[src/rtl/cpu_trace_monitor.sv]
// rtl/cpu_trace_monitor.sv - CPU trace capture FSM with halt detection and FWFT trace FIFO
module cpu_trace_monitor #(
    parameter int XLEN        = 32,
    parameter int DEPTH       = 16,
    parameter int NWATCH      = 1,
    parameter int HALT_CYCLES = 4,
    parameter int MODE        = 0
) (
    input  logic                       clk,
    input  logic                       reset,
    input  logic                       clr,
    input  logic                       en,
    input  logic [XLEN-1:0]            pc,
    input  logic [XLEN-1:0]            iaddr,
    input  logic [NWATCH*XLEN-1:0]     watch,
    input  logic                       rd_req,
    output logic                       rd_valid,
    output logic [XLEN-1:0]            rd_pc,
    output logic [XLEN-1:0]            rd_iaddr,
    output logic [NWATCH*XLEN-1:0]     rd_watch,
    output logic [31:0]                rd_cycle,
    output logic [$clog2(DEPTH):0]     count,
    output logic                       full,
    output logic                       empty,
    output logic                       overflow,
    output logic                       halted,
    output logic [31:0]                retired
);
    localparam int AW = $clog2(DEPTH);
    localparam int CW = AW + 1;
    localparam int SW = $clog2(HALT_CYCLES) + 1;
    localparam int EW = 2*XLEN + NWATCH*XLEN + 32;

    typedef enum logic [1:0] {S_IDLE, S_RUN, S_HALTED} state_t;

    state_t           state;
    logic [XLEN-1:0]  pc_prev;
    logic [SW-1:0]    stable_cnt;
    logic [31:0]      cycle_cnt;
    logic [AW-1:0]    wr_ptr;
    logic [AW-1:0]    rd_ptr;
    logic [EW-1:0]    mem [DEPTH];

    logic             pc_chg;
    logic             active;
    logic             push_req;
    logic             pop;
    logic             push_ok;
    logic [CW-1:0]    count_nxt;

    assign empty    = (count == '0);
    assign full     = (count == CW'(DEPTH));
    assign rd_valid = !empty;
    assign halted   = (state == S_HALTED);
    assign {rd_pc, rd_iaddr, rd_watch, rd_cycle} = mem[rd_ptr];

    // Capture only while RUN with en still asserted; en=0 in RUN is the exit cycle.
    always_comb begin
        pc_chg   = (pc != pc_prev);
        active   = (state == S_RUN) && en;
        push_req = active && ((MODE == 0) || pc_chg);
        pop      = rd_req && !empty;
        push_ok  = push_req && (!full || pop);
        case ({push_ok, pop})
            2'b10:   count_nxt = count + CW'(1);
            2'b01:   count_nxt = count - CW'(1);
            default: count_nxt = count;
        endcase
    end

    always_ff @(posedge clk) begin
        if (push_ok && !clr)
            mem[wr_ptr] <= {pc, iaddr, watch, cycle_cnt};
    end

    always_ff @(posedge clk or negedge reset) begin
        if (!reset) begin
            state      <= S_IDLE;
            pc_prev    <= '0;
            stable_cnt <= '0;
            cycle_cnt  <= '0;
            retired    <= '0;
            wr_ptr     <= '0;
            rd_ptr     <= '0;
            count      <= '0;
            overflow   <= 1'b0;
        end else begin
            pc_prev <= pc;
            if (clr) begin
                state      <= S_IDLE;
                stable_cnt <= '0;
                cycle_cnt  <= '0;
                retired    <= '0;
                wr_ptr     <= '0;
                rd_ptr     <= '0;
                count      <= '0;
                overflow   <= 1'b0;
            end else begin
                cycle_cnt <= cycle_cnt + 32'd1;
                count     <= count_nxt;
                if (push_ok)
                    wr_ptr <= wr_ptr + AW'(1);
                if (pop)
                    rd_ptr <= rd_ptr + AW'(1);
                if (push_req && full && !pop)
                    overflow <= 1'b1;
                case (state)
                    S_IDLE: begin
                        stable_cnt <= '0;
                        if (en)
                            state <= S_RUN;
                    end
                    S_RUN: begin
                        if (!en) begin
                            state      <= S_IDLE;
                            stable_cnt <= '0;
                        end else if (pc_chg) begin
                            stable_cnt <= '0;
                            if (retired != 32'hFFFF_FFFF)
                                retired <= retired + 32'd1;
                        end else if (stable_cnt == SW'(HALT_CYCLES-1)) begin
                            state      <= S_HALTED;
                            stable_cnt <= '0;
                        end else begin
                            stable_cnt <= stable_cnt + SW'(1);
                        end
                    end
                    default: stable_cnt <= '0;
                endcase
            end
        end
    end
endmodule

[config.mk]
export PLATFORM = sky130hd
export DESIGN_NAME = cpu_trace_monitor
export DESIGN_NICKNAME = d
export VERILOG_FILES = /design/src/rtl/cpu_trace_monitor.sv
export SDC_FILE = /design/constraint.sdc
export NUM_CORES = 2
export LEC_CHECK = 0
export BUFFER_PORTS_ARGS = -buffer_cell sky130_fd_sc_hd__buf_4
export CAP_MARGIN = 20
export CORE_UTILIZATION = 60
export CTS_CLUSTER_DIAMETER = 80
export DETAILED_ROUTE_END_ITERATION = 12
export HOLD_SLACK_MARGIN = 0.1
export PLACE_DENSITY = 0.86
export REMOVE_ABC_BUFFERS = 1
export SYNTH_ARGS = -nofsm -noshare
export SYNTH_HDL_FRONTEND = slang
export SYNTH_SLANG_ARGS = --single-unit
export TNS_END_PERCENT = 50
[constraint.sdc]
create_clock -name clk -period 14.6 [get_ports clk]
set_input_delay 2.92 -clock clk [delete_from_list [all_inputs] [get_ports clk]]
set_output_delay 2.92 -clock clk [all_outputs]
set_load 0.005 [all_outputs]
---- Word level (Yosys, flattened, before mapping) ----
Memories as Yosys holds them, arrays and structs flattened.
Cells that the tools add are included.
operators by class
  add/subtract/negate cells ............... 7
  reduce and logical (&&, ||, !) cells .... 24
  equality and inequality tests ........... 11
  multiplexer cells ....................... 27
operators by type and width
  operator                 count
  $mux W32                 6
  $add A32 B1 Y32 const B  2
  $ne A32 B32 Y1           1
  $ne A32 B32 Y1 const B   1
  $mux W4                  4
  $mux W3                  5
  $reduce_bool A2 Y1       7
  $mux W2                  5
  $pmux W5 S2              1
  $add A4 B1 Y4 const B    2
  $reduce_and A4 Y1        2
  $logic_and A1 B1 Y1      6
  $reduce_bool A3 Y1       2
  $add A5 B1 Y5 const B    1
  $eq A5 B5 Y1 const B     1
  $logic_not A5 Y1         1
  $mux W5                  1
  $sub A5 B1 Y5 const B    1
  $eq A2 B1 Y1 const B     2
  $eq A2 B2 Y1 const B     2
  $logic_not A1 Y1         4
  $mux W1                  4
  $ne A4 B3 Y1 const B     1
  $ne A4 B4 Y1 const B     1
  other kinds (6)          6
storage, ports and cells
  bits in registers ....................... 115
  word-level logic and storage cells ...... 79
  memories kept ........................... 1
  memory bits (writable) .................. 2048
  input port bits ......................... 101
  output and inout bits ................... 170
memories
  memory  depth  width  read ports  clocked after Yosys merged registers in  wr ports  line  RTL
  mem     16     128    1           0                                        1         42    logic [EW-1:0] mem [DEPTH];

---- Longest topological paths before layout ----
  depth in word-level cells ............... 8
  depth in mapped cells ................... 11
  mapped depth without buffers ............ 11

---- Worst setup path before layout ----
Ideal clock, no wire load.
  kind .................................... input to register
  from .................................... input port en
  to ...................................... memory mem[0][0] in the netlist's numbering (enable)
  setup time .............................. 0.772 ns
  cell stages on the path ................. 5
  path slack .............................. 1.265 ns
  required time ........................... 13.828 ns
  arrival time ............................ 12.563 ns
  path buffers ............................ 0
  path through ............................ nand3b_1 > a31oi_1 > nor2b_1 > nand2_1 > nor3_1
on the way
  word-level cells in the longest chain between the ends .. 5
ends and longest elaborated chain
  what                           line  RTL
  start: declaration             12    input logic en,
  $logic_and A1 B1 Y1            60    active = (state == S_RUN) && en;
  $logic_and A1 B1 Y1            63    push_ok = push_req && (!full || pop);
  $logic_and A1 B1 Y1            72    if (push_ok && !clr)
  $mux W1                        72
  $mux W1 (implied by the code)  73    mem[wr_ptr] <= {pc, iaddr, watch, cycle_cnt};
  end: declaration               42
No other way between the ends.

---- Worst setup path after layout ----
  from .................................... register rd_ptr[1]
  to ...................................... output port rd_iaddr[28]
on the way
  word-level cells in the longest chain between the ends .. 1
ends and longest elaborated chain
  what                      line  RTL
  start: declaration        41    logic [AW-1:0] rd_ptr;
  start signal: assignment  104   rd_ptr <= rd_ptr + AW'(1);
  $mem_v2 Z16 W128          -
  end: declaration          19    output logic [XLEN-1:0] rd_iaddr,
No other way between the ends.

==> results.ini <==
[outcome]
status=finished clean

[setup_path]
reg2reg_from=state[1]
worst_setup_path_start_kind=flip-flop
cp.arrival_ps=5000
critPathCaptureType=output port
critPathMaxFanout=136
cp_top_family=buffers and inverters
critPathBufInv=3
crit_type=flip-flop to output port
crit_start=rd_ptr[1]
critical-path-slowest-cell=dfrtp_4
path_cells=buf_4 > buf_12 > mux4_2 > mux4_2 > buf_4
slowest_delay_ps=1090
crit_required_ps=11680

[clocking]
htreeDepth=4
clk_pin_slew_ps=60
cts-resized-gates=0
cts.sink_count=2163
cts_buffer_depth=3
cts_hold_buffers=0
clk-insertion-delay-late_ps=860
postCtsSetupBuffers=0
cts_made_buffers=204
cts_tree=built
cts_root_buf=clkbuf_16

[logic_synthesis]
ys_seq_area_share_pct=78.2
synth_top_area_share_pct=74.7
synthCells=3408
synth_area_leaders=edfxtp_1, mux4_2, dfrtp_1
syn_avg_cell_area_sq_um=24.1
ys.warnings.count=0
synthFlopType=edfxtp_1
synthArstFlopShare_pct=5.32
synthDistinctLibCells=56
ys_ff_latch=2163
synth_area_sq_mm=0.0823
synth_edf_count=2048
synth_top_cell_by_area=edfxtp_1

[worst_hold_path]
hp-start=stable_cnt[0]
hold_class=flip-flop to flip-flop

[placement]
post-dp-hpwl_um=93300
place.gp.congestion=0.793
dp_slack_ps=7400
place_area_sq_mm=0.0866
io_buffers=270

[grt]
antenna_found_initial=16
grt_pass1_wl_um=294000
grt_use_total_pct=30.2
grt.overflow.total=0
grt_pass1_vias=41600
grt_max_degree=137

[drt]
dr.pass1.iters=5
ant_nets=0
routed_wl_um=206000
vias=39900
routedWlPerCell_um=35.7
drc=0
viasPerCell=6.93
first_iter_violations=5219

[timing]
fin_skew_ps=44.1
rsz0062_at_grt=no
setup_slack_ps=6680
max_slew.worst_pin.slew_ps=1210
max_freq_mhz=126
finalSetupViolCount=0
min_period_ps=7920
hold_viol=0
timing.final.crit_share_pct=54.2
finalSetupTns_ps=0
slew_viol_final=0
max_slew_margin_pct=19.5

[run]
cap_viol_max_count=0

[cells_and_area]
fill_cells=7427
finish.net_count=3900
syn2layout_area_growth_pct=13.9
layout-drive-gt1-share_pct=33.8
final_area_sq_mm=0.0937

[pwr]
peakVddDrop_v=0.000125
seq_power_share_pct=47.2
total_power_uw=14500
p_switching_uw=3420
leakagePower_uw=0.0294
p_int_uw=11100
power.share.clock_pct=38.6
combPwrFrac_pct=14.3
power_density_mw_per_mm2=155
swShare_pct=23.6

[die]
placementRows=135
die_h_um=372
ios=271
die_area_sq_mm=0.139
core_area_sq_mm=0.136
start_util_pct=60.6
die_w_um=372

[through the flow]
stage / utilization, % / hold WS, ps / cells
4_1_cts: 69.0 / 455 / 5747
6_report: 69.0 / 451 / 5758
3_3_place_gp: 63.8 / 429 / 5360
5_1_grt: 69.0 / 495 / 5753
3_5_place_dp: 63.8 / 447 / 5360
2_1_floorplan: - / 419 / 3242
[metal layers]
| layer | global-route usage (%) | wire [um] | vias up |
|---|---|---|---|
| met5 | 0 | 81 | - |
| met4 | 9.42 | 6010 | 14 |
| met3 | 6.60 | 22200 | 476 |
| met2 | 49.6 | 105000 | 3022 |
| met1 | 40.8 | 72700 | 21000 |
| li1 | - | - | 15400 |
[final cells by class]
cell class                 count  area, sq um  share of cell area (%)
antenna                        9         22.5                  0.0240
clock buffer                 243         5330                    5.69
clock inverter               144         1730                    1.84
inverter                      12         45.0                  0.0481
multi-input combinational   1067        17300                    18.5
sequential                  2163        64400                    68.7
tap                         1781         2230                    2.38
timing repair buffer         339         2680                    2.86
[registers in the layout (all words and copies together), names as in the netlist, 2 cells and up]
| signal | cells |
|---|---|
| rd_ptr | 4 |
| pc_prev | 32 |
| state | 2 |
| stable_cnt | 3 |
| mem | 2048 |
| cycle_cnt | 32 |
| retired | 32 |
| wr_ptr | 4 |
| count | 5 |
[kinds of logic (layout without fill, tap and decap cells)]
kind of cell / Yosys count / count (layout) / synth area share (%)
adder cells (fa/ha/maj): 12 / 12 / 0.192
multiplexers: 648 / 648 / 17.7
buffers and inverters: 178 / 738 / 0.873
other: 0 / 9 / 0
AO/OA/AOI/OAI: 77 / 77 / 0.563
flip-flops: 2163 / 2163 / 78.2
AND/OR/NAND/NOR: 265 / 265 / 1.78
XOR/XNOR: 65 / 65 / 0.692
[synthesized netlist by cell type (6+ instances only)]
library cell     n
mux4_2         640
o31ai_1         12
xor2_1          50
nor4_1          13
nor3_1           8
edfxtp_1      2048
nor2b_1         13
clkbuf_1        97
nand4_1         21
mux2_4           6
inv_1           12
xnor2_1         15
ha_1            11
or3_1           16
or4_1           13
nand2_1         27
nand3_1         32
dfrtp_1        115
and3_1          12
nor2_1          77
buf_2           16
a21oi_1         32
o21ai_0         16
buf_1           49
and4_1          10
[final timing paths]
path                                       to  slack (ps)  depth (start not counted)
min in group asynchronous         retired[20]        2080                          1
worst max-delay path             rd_iaddr[28]        6680                          5
worst min register to register  stable_cnt[0]         450                          1
worst max register to register    mem[0][105]        9800                          9
worst min-delay path            stable_cnt[0]         450                          1
max in group asynchronous           rd_ptr[3]       11000                          2
[cells in the final DEF, fill, tap and decap left out, types with 10 or more instances in the layout]
master      Yosys  routed
clkinv_2        0      41
xor2_1         50      50
edfxtp_1     2048    2048
mux4_2        640     640
nand4_1        21      21
xnor2_1        15      15
nand3_1        32      32
ha_1           11      11
dfrtp_1       115     111
nor4_1         13      13
clkbuf_16       0     205
and3_1         12      12
or3_1          16      16
or4_1          13      13
a21oi_1        32      32
and4_1         10      10
nand2_1        27      27
o21ai_0        16      16
clkbuf_1       97      32
inv_1          12      12
nor2b_1        13      13
o31ai_1        12      12
bufinv_16       0      31
nor2_4          0      13
nor2_1         77      64
buf_4           1     329
clkinvlp_4      0      12
clkinv_1        0      37
[power by group through the flow]
stage	Combinational [uW]	Sequential, uW	Clock, uW
after floorplan	2460	7250	0
after global placement	1980	6980	0
after detailed placement	2030	6980	0
after CTS	2090	6850	5640
after global routing	2200	6850	5850
final	2070	6850	5600
No activity file was read; power rests on OpenSTA's default activity.
